===== config.mk =====
export PLATFORM = sky130hd
export DESIGN_NAME = pool2_controller_flat
export DESIGN_NICKNAME = d
export VERILOG_FILES = /design/src/rtl/pool2_controller_if.sv /design/src/rtl/pool2_controller.sv /design/src/flat_wrapper.sv
export SDC_FILE = /design/constraint.sdc
export NUM_CORES = 1
export LEC_CHECK = 0
export ABC_AREA = 0
export CAP_MARGIN = 20
export CORE_ASPECT_RATIO = 0.5
export CORE_MARGIN = 1.5
export CORE_UTILIZATION = 52
export DETAILED_ROUTE_END_ITERATION = 10
export PLACE_DENSITY = 0.8
export SETUP_SLACK_MARGIN = 0.4
export SYNTH_ARGS = -nofsm -noshare
export SYNTH_HDL_FRONTEND = slang
export SYNTH_SLANG_ARGS = --single-unit

===== constraint.sdc =====
create_clock -name clk -period 3.7 [get_ports clk]
set_clock_uncertainty 0.2 [all_clocks]
set_input_delay 0.74 -clock clk [delete_from_list [all_inputs] [get_ports clk]]
set_output_delay 0.74 -clock clk [all_outputs]
set_load 0.02 [all_outputs]

===== src/rtl/pool2_controller_if.sv =====
// Bus bundle between pool2_controller and the pool units / IFM RAMs it sequences.
// Widths are derived from the same layer parameters the controller uses.
interface pool2_controller_if #(
  parameter int IFM_SIZE        = 14,
  parameter int IFM_DEPTH       = 3,
  parameter int KERNAL_SIZE     = 2,
  parameter int NUMBER_OF_UNITS = 3
);
  localparam int IFM_SIZE_NEXT         = (IFM_SIZE - KERNAL_SIZE) / 2 + 1;
  localparam int PASSES                = (IFM_DEPTH + NUMBER_OF_UNITS - 1) / NUMBER_OF_UNITS;
  localparam int ADDRESS_SIZE_IFM      = $clog2(IFM_SIZE * IFM_SIZE);
  localparam int ADDRESS_SIZE_NEXT_IFM = $clog2(IFM_SIZE_NEXT * IFM_SIZE_NEXT);
  localparam int PASS_W                = $clog2(PASSES + 1);

  logic                             start;
  logic [ADDRESS_SIZE_IFM-1:0]      ifm_address_read_A;
  logic [ADDRESS_SIZE_IFM-1:0]      ifm_address_read_B;
  logic                             fifo_enable;
  logic                             pool_enable;
  logic [ADDRESS_SIZE_NEXT_IFM-1:0] ofm_address_write;
  logic                             ofm_write_enable;
  logic [PASS_W-1:0]                pass_index;
  logic                             busy;
  logic                             done;
  logic [15:0]                      busy_cycles;

  modport master (
    input  start,
    output ifm_address_read_A, ifm_address_read_B, fifo_enable, pool_enable,
           ofm_address_write, ofm_write_enable, pass_index, busy, done, busy_cycles
  );

  modport slave (
    output start,
    input  ifm_address_read_A, ifm_address_read_B, fifo_enable, pool_enable,
           ofm_address_write, ofm_write_enable, pass_index, busy, done, busy_cycles
  );
endinterface


===== src/rtl/pool2_controller.sv =====
// LeNet-5 pool2 sequencer: 2x2-window read scan, pool strobes and next-IFM write addressing.
// Optional busy-cycle performance counter enabled by defining POOL2_CTRL_PERF_COUNTER_EN.
module pool2_controller #(
  parameter int IFM_SIZE        = 14,
  parameter int IFM_DEPTH       = 3,
  parameter int KERNAL_SIZE     = 2,
  parameter int NUMBER_OF_UNITS = 3
) (
  input logic clk,
  input logic reset,
  pool2_controller_if.master bus
);
  localparam int IFM_SIZE_NEXT = (IFM_SIZE - KERNAL_SIZE) / 2 + 1;
  localparam int PASSES        = (IFM_DEPTH + NUMBER_OF_UNITS - 1) / NUMBER_OF_UNITS;
  localparam int AW            = $clog2(IFM_SIZE * IFM_SIZE);
  localparam int WAW           = $clog2(IFM_SIZE_NEXT * IFM_SIZE_NEXT);
  localparam int PASS_W        = $clog2(PASSES + 1);
  localparam int COLS          = 2 * IFM_SIZE_NEXT;
  localparam int COL_W         = $clog2(COLS);
  localparam int ROW_W         = (IFM_SIZE_NEXT > 1) ? $clog2(IFM_SIZE_NEXT) : 1;
  localparam int WRITES        = IFM_SIZE_NEXT * IFM_SIZE_NEXT;
  // Jump from the last column of one row pair to column 0 two rows down.
  localparam int ROW_STEP      = 2 * IFM_SIZE - (COLS - 1);

  typedef enum logic [1:0] {IDLE, RUN, DRAIN, DONE} state_t;

  state_t            state_q;
  logic [COL_W-1:0]  col_q, col_d;
  logic [ROW_W-1:0]  row_q, row_d;
  logic [PASS_W-1:0] rd_pass_q, rd_pass_d;
  logic [AW-1:0]     addr_a_q, addr_a_d, addr_b_q, addr_b_d;
  logic              rd_vld_q, fifo_en_q, fifo_odd_q, pool_en_q, wr_en_q;
  logic [WAW-1:0]    wr_addr_q;
  logic [PASS_W-1:0] wr_pass_q;
  logic [1:0]        drain_q;
  logic              busy_q, done_q;
  logic              last_col, last_row, last_pass, last_read;

  assign last_col  = (col_q == COL_W'(COLS - 1));
  assign last_row  = (row_q == ROW_W'(IFM_SIZE_NEXT - 1));
  assign last_pass = (rd_pass_q == PASS_W'(PASSES - 1));
  assign last_read = last_col && last_row && last_pass;

  always_comb begin
    col_d     = col_q + COL_W'(1);
    row_d     = row_q;
    rd_pass_d = rd_pass_q;
    addr_a_d  = addr_a_q + AW'(1);
    if (last_col) begin
      col_d = '0;
      if (last_row) begin
        row_d     = '0;
        rd_pass_d = rd_pass_q + PASS_W'(1);
        addr_a_d  = '0;
      end else begin
        row_d    = row_q + ROW_W'(1);
        addr_a_d = addr_a_q + AW'(ROW_STEP);
      end
    end
    addr_b_d = addr_a_d + AW'(IFM_SIZE);
  end

  always_ff @(posedge clk or posedge reset) begin
    if (reset) begin
      state_q    <= IDLE;
      col_q      <= '0;
      row_q      <= '0;
      rd_pass_q  <= '0;
      addr_a_q   <= '0;
      addr_b_q   <= '0;
      rd_vld_q   <= 1'b0;
      fifo_en_q  <= 1'b0;
      fifo_odd_q <= 1'b0;
      pool_en_q  <= 1'b0;
      wr_en_q    <= 1'b0;
      wr_addr_q  <= '0;
      wr_pass_q  <= '0;
      drain_q    <= '0;
      busy_q     <= 1'b0;
      done_q     <= 1'b0;
    end else begin
      // col_q[0] still describes the read on the bus, so it tags odd columns.
      fifo_en_q  <= rd_vld_q;
      fifo_odd_q <= rd_vld_q & col_q[0];
      pool_en_q  <= fifo_odd_q;
      wr_en_q    <= pool_en_q;

      if (wr_en_q) begin
        if (wr_addr_q == WAW'(WRITES - 1)) begin
          wr_addr_q <= '0;
          wr_pass_q <= wr_pass_q + PASS_W'(1);
        end else begin
          wr_addr_q <= wr_addr_q + WAW'(1);
        end
      end

      case (state_q)
        IDLE: begin
          if (bus.start) begin
            state_q   <= RUN;
            busy_q    <= 1'b1;
            col_q     <= '0;
            row_q     <= '0;
            rd_pass_q <= '0;
            addr_a_q  <= '0;
            addr_b_q  <= AW'(IFM_SIZE);
            rd_vld_q  <= 1'b1;
            wr_addr_q <= '0;
            wr_pass_q <= '0;
          end
        end
        RUN: begin
          if (last_read) begin
            state_q  <= DRAIN;
            rd_vld_q <= 1'b0;
            drain_q  <= '0;
          end else begin
            col_q     <= col_d;
            row_q     <= row_d;
            rd_pass_q <= rd_pass_d;
            addr_a_q  <= addr_a_d;
            addr_b_q  <= addr_b_d;
          end
        end
        DRAIN: begin
          drain_q <= drain_q + 2'd1;
          if (drain_q == 2'd2) begin
            state_q <= DONE;
            done_q  <= 1'b1;
          end
        end
        DONE: begin
          state_q <= IDLE;
          done_q  <= 1'b0;
          busy_q  <= 1'b0;
        end
        default: state_q <= IDLE;
      endcase
    end
  end

  assign bus.ifm_address_read_A = addr_a_q;
  assign bus.ifm_address_read_B = addr_b_q;
  assign bus.fifo_enable        = fifo_en_q;
  assign bus.pool_enable        = pool_en_q;
  assign bus.ofm_address_write  = wr_addr_q;
  assign bus.ofm_write_enable   = wr_en_q;
  assign bus.pass_index         = wr_pass_q;
  assign bus.busy               = busy_q;
  assign bus.done               = done_q;

`ifdef POOL2_CTRL_PERF_COUNTER_EN
  logic [15:0] busy_cnt_q;

  always_ff @(posedge clk or posedge reset) begin
    if (reset) begin
      busy_cnt_q <= '0;
    end else if (state_q == IDLE && bus.start) begin
      busy_cnt_q <= '0;
    end else if (busy_q && busy_cnt_q != 16'hFFFF) begin
      busy_cnt_q <= busy_cnt_q + 16'd1;
    end
  end

  assign bus.busy_cycles = busy_cnt_q;
`else
  assign bus.busy_cycles = 16'd0;
`endif
endmodule


===== src/flat_wrapper.sv =====
// flat-port wrapper written by rule: the top's interface ports become plain ports
module pool2_controller_flat 
#(
  parameter int IFM_SIZE        = 14,
  parameter int IFM_DEPTH       = 3,
  parameter int KERNAL_SIZE     = 2,
  parameter int NUMBER_OF_UNITS = 3
)
  (clk, reset, bus_start, bus_ifm_address_read_A, bus_ifm_address_read_B, bus_fifo_enable, bus_pool_enable, bus_ofm_address_write, bus_ofm_write_enable, bus_pass_index, bus_busy, bus_done, bus_busy_cycles);
  pool2_controller_if #(.IFM_SIZE(IFM_SIZE), .IFM_DEPTH(IFM_DEPTH), .KERNAL_SIZE(KERNAL_SIZE), .NUMBER_OF_UNITS(NUMBER_OF_UNITS)) bus_i ();
  input logic clk;
  input logic reset;
  input wire logic [$bits(bus_i.start)-1:0] bus_start;
  output wire logic [$bits(bus_i.ifm_address_read_A)-1:0] bus_ifm_address_read_A;
  output wire logic [$bits(bus_i.ifm_address_read_B)-1:0] bus_ifm_address_read_B;
  output wire logic [$bits(bus_i.fifo_enable)-1:0] bus_fifo_enable;
  output wire logic [$bits(bus_i.pool_enable)-1:0] bus_pool_enable;
  output wire logic [$bits(bus_i.ofm_address_write)-1:0] bus_ofm_address_write;
  output wire logic [$bits(bus_i.ofm_write_enable)-1:0] bus_ofm_write_enable;
  output wire logic [$bits(bus_i.pass_index)-1:0] bus_pass_index;
  output wire logic [$bits(bus_i.busy)-1:0] bus_busy;
  output wire logic [$bits(bus_i.done)-1:0] bus_done;
  output wire logic [$bits(bus_i.busy_cycles)-1:0] bus_busy_cycles;
  assign bus_i.start = bus_start;
  assign bus_ifm_address_read_A = bus_i.ifm_address_read_A;
  assign bus_ifm_address_read_B = bus_i.ifm_address_read_B;
  assign bus_fifo_enable = bus_i.fifo_enable;
  assign bus_pool_enable = bus_i.pool_enable;
  assign bus_ofm_address_write = bus_i.ofm_address_write;
  assign bus_ofm_write_enable = bus_i.ofm_write_enable;
  assign bus_pass_index = bus_i.pass_index;
  assign bus_busy = bus_i.busy;
  assign bus_done = bus_i.done;
  assign bus_busy_cycles = bus_i.busy_cycles;
  pool2_controller #(.IFM_SIZE(IFM_SIZE), .IFM_DEPTH(IFM_DEPTH), .KERNAL_SIZE(KERNAL_SIZE), .NUMBER_OF_UNITS(NUMBER_OF_UNITS)) u_core (.clk(clk), .reset(reset), .bus(bus_i));
endmodule

==> flow_summary.ini <==
[routing]
drt.antenna.violating_nets = 0
initialDrtViolationCount = 91
wire_per_inst_um = 14.6
vias = 1964
drc = 0
vias_per_cell = 5.47
first_pass_iters = 5
wl_um = 5240

[timing]
worst_pin_slew_ns = 0.631
setup_viol = 0
fin_crit_ns = 2.90
period_share = 0.785
max_clock_freq_ghz = 0.344
drv_slew = 0
tns_ns = 0
whs_ns = 0.161
hold_viol = 0
slew_headroom = 0.578
rsz0062_at_grt = false

[floorplanning]
die_w_um = 100
core_area_um2 = 4490
pin_count = 47
start_util = 0.551
die_area_um2 = 5200
dieHeight_um = 51.7
rows = 17

[synthesis]
avgSynthCellArea_um2 = 9.22
yosysSeqAreaShare = 0.415
synth_cell_types = 50
yosys_most_used_dff = dfrtp_1
synthArstFlopShare = 1.00
synth_edf_count = 0
syn_inst = 268
yosys_register_bits = 41
yosysWarnings = 0
synthesis.area_um2 = 2470

[clock_network]
clkSlewWorstSetupHoldPaths_ns = 0.08
cts-root-buf = clkbuf_8
cts_tree = yes
post_cts_buffers = 0
post_cts_resize_count = 0
cts_buffers = 5
clockBufferDepth = 2
clk_latency_ns = 0.29
clock-sinks = 41
cts_htree_levels = 2
hold_buffers = 0

[finish]
drive_above_1_share = 0.0580
final_area_um2 = 2820
post-route-util = 0.629
fin_nets = 307
final_cell_mix = dfrtp_1 (41), nand2_1 (34), clkdlybuf4s50_1 (30)
antennaDiodeCount = 0
area_growth_pct = 14.3
layout.cells.most_common = dfrtp_1

[worst_setup_path]
cpMaxStageDelayCell = or2_1
crit_fanout = 19
start_kind = flip-flop
worstPathRequired_ns = 3.73
critPathKind = flip-flop to flip-flop
crit_arrival_ns = 2.94
cp_cell_sequence = inv_1, ha_1, inv_1, o41ai_2, or2_1, nand2_1, o31ai_1, a221o_1
crit_top_cell = inv_1
cp-end-kind = flip-flop
cpPeakStageDelay_ns = 0.57

[placed_design]
dpl-instance-area_um2 = 2730
dp_hpwl_um = 3660
io_buffers = 30
gp_congestion = 0.828

[grt]
grt_max_degree = 42
antenna_found_initial = 0
grt_overflow = 0
grt_pass1_wl_um = 8790
grt_pass1_vias = 1950
grt_usage = 0.219

[run_status]
status = finished, final reports clean

[worst_hold_path]
hold_path_class = flip-flop to flip-flop

[power_and_ir_drop]
total_power_uw = 791
pwr_density_cell_nw_per_um2 = 280
max-vdd-ir-drop_uv = 171
power_leakage_nw = 1.22

[job]
maxCapViolations = 0
critical path, delay by kind of cell (launching register included):
family,cells,cell delay [ns]
compound gates,3,0.82
simple gates,2,0.70
flops,1,0.42
fa+ha+maj,1,0.38
buf+inv,2,0.31
path summary, 6_finish.rpt:
| check | start | end | slack [ns] | depth (start not counted) |
|---|---|---|---|---|
| max in group asynchronous | reset | u_core.bus.ifm_address_read_A[3]$_DFFE_PP0P_ | 2.26 | 3 |
| max | u_core.state_q[1]$_DFFE_PP0P_ | u_core.bus.ifm_address_read_B[6]$_DFFE_PP0P_ | 0.80 | 8 |
| min reg2reg | u_core.fifo_odd_q$_DFF_PP0_ | u_core.bus.pool_enable$_DFF_PP0_ | 0.16 | 0 |
| min in group asynchronous | reset | u_core.bus.ofm_write_enable$_DFF_PP0_ | 0.67 | 3 |
| max reg2reg | u_core.state_q[1]$_DFFE_PP0P_ | u_core.bus.ifm_address_read_B[6]$_DFFE_PP0P_ | 0.80 | 8 |
| min | u_core.fifo_odd_q$_DFF_PP0_ | u_core.bus.pool_enable$_DFF_PP0_ | 0.16 | 0 |
kinds of logic after synthesis:
group,after synthesis,share of synthesized area
mux,8,0.0334
buf+inv,40,0.0937
flops,41,0.415
fa+ha+maj,12,0.0608
other cells,1,0.00152
compound gates,65,0.172
simple gates,90,0.181
xor+xnor,11,0.0420
power by group:
part	internal, mW	total, mW	leakage, nW	switching, mW
logic	0.00305	0.0275	0.663	0.0244
registers	0.448	0.448	0.503	0
clock network	0.151	0.316	0.0512	0.164
total	0.602	0.791	1.22	0.189
through the flow:
stage / std cells / setup WS (ns)
finish: 359 / 0.796
global route: 359 / 0.572
CTS: 359 / 0.850
detailed placement: 351 / 0.693
global placement: 351 / 0.791
floorplan: 283 / 1.08
flip-flops by register name (all words and copies together), names as in the netlist:
name and flops:
u_core.bus.ofm_address_write 6, u_core.state_q 2, u_core.rd_pass_q 1, u_core.bus.done 1, u_core.bus.busy 1, u_core.drain_q 2, u_core.bus.pass_index 1, u_core.bus.pool_enable 1
u_core.bus.ifm_address_read_A 7, u_core.bus.ifm_address_read_B 8, u_core.row_q 3, u_core.bus.ofm_write_enable 1, u_core.col_q 4, u_core.rd_vld_q 1, u_core.bus.fifo_enable 1, u_core.fifo_odd_q 1
area by class of cell:
class | count | area, µm²
Multi-Input combinational cell | 202 | 1270
Inverter | 11 | 41.3
Clock inverter | 2 | 13.8
Clock buffer | 6 | 82.6
Timing Repair Buffer | 31 | 308
Sequential cell | 41 | 1030
Fill cell | 371 | 1660
Tap cell | 66 | 82.6
routing by layer:
metal / wire length, µm / global-route usage / part of all wire / up-vias
li1: - / - / - / 952
met1: 2480 / 0.287 / 0.47 / 944
met2: 2430 / 0.373 / 0.46 / 60
met3: 260 / 0.0470 / 0.050 / 8
met4: 65 / 0.0610 / 0.012 / 0
met5: 0 / 0 / 0 / -
cell usage after synthesis (6+ instances only):
library cell  count  area, µm²
a21oi_1          14       70.1
o21ai_0          14       70.1
nand3_1           9       45.0
dfrtp_1          41       1030
inv_1            11       41.3
buf_2             8       40.0
nor2_1           17       63.8
mux2i_1           6       60.1
ha_1             12        150
o21ai_1           8       40.0
buf_4            17        128
xnor2_1           6       52.6
nand2_1          34        128
Note: power is estimated with default switching activity, not from simulation.
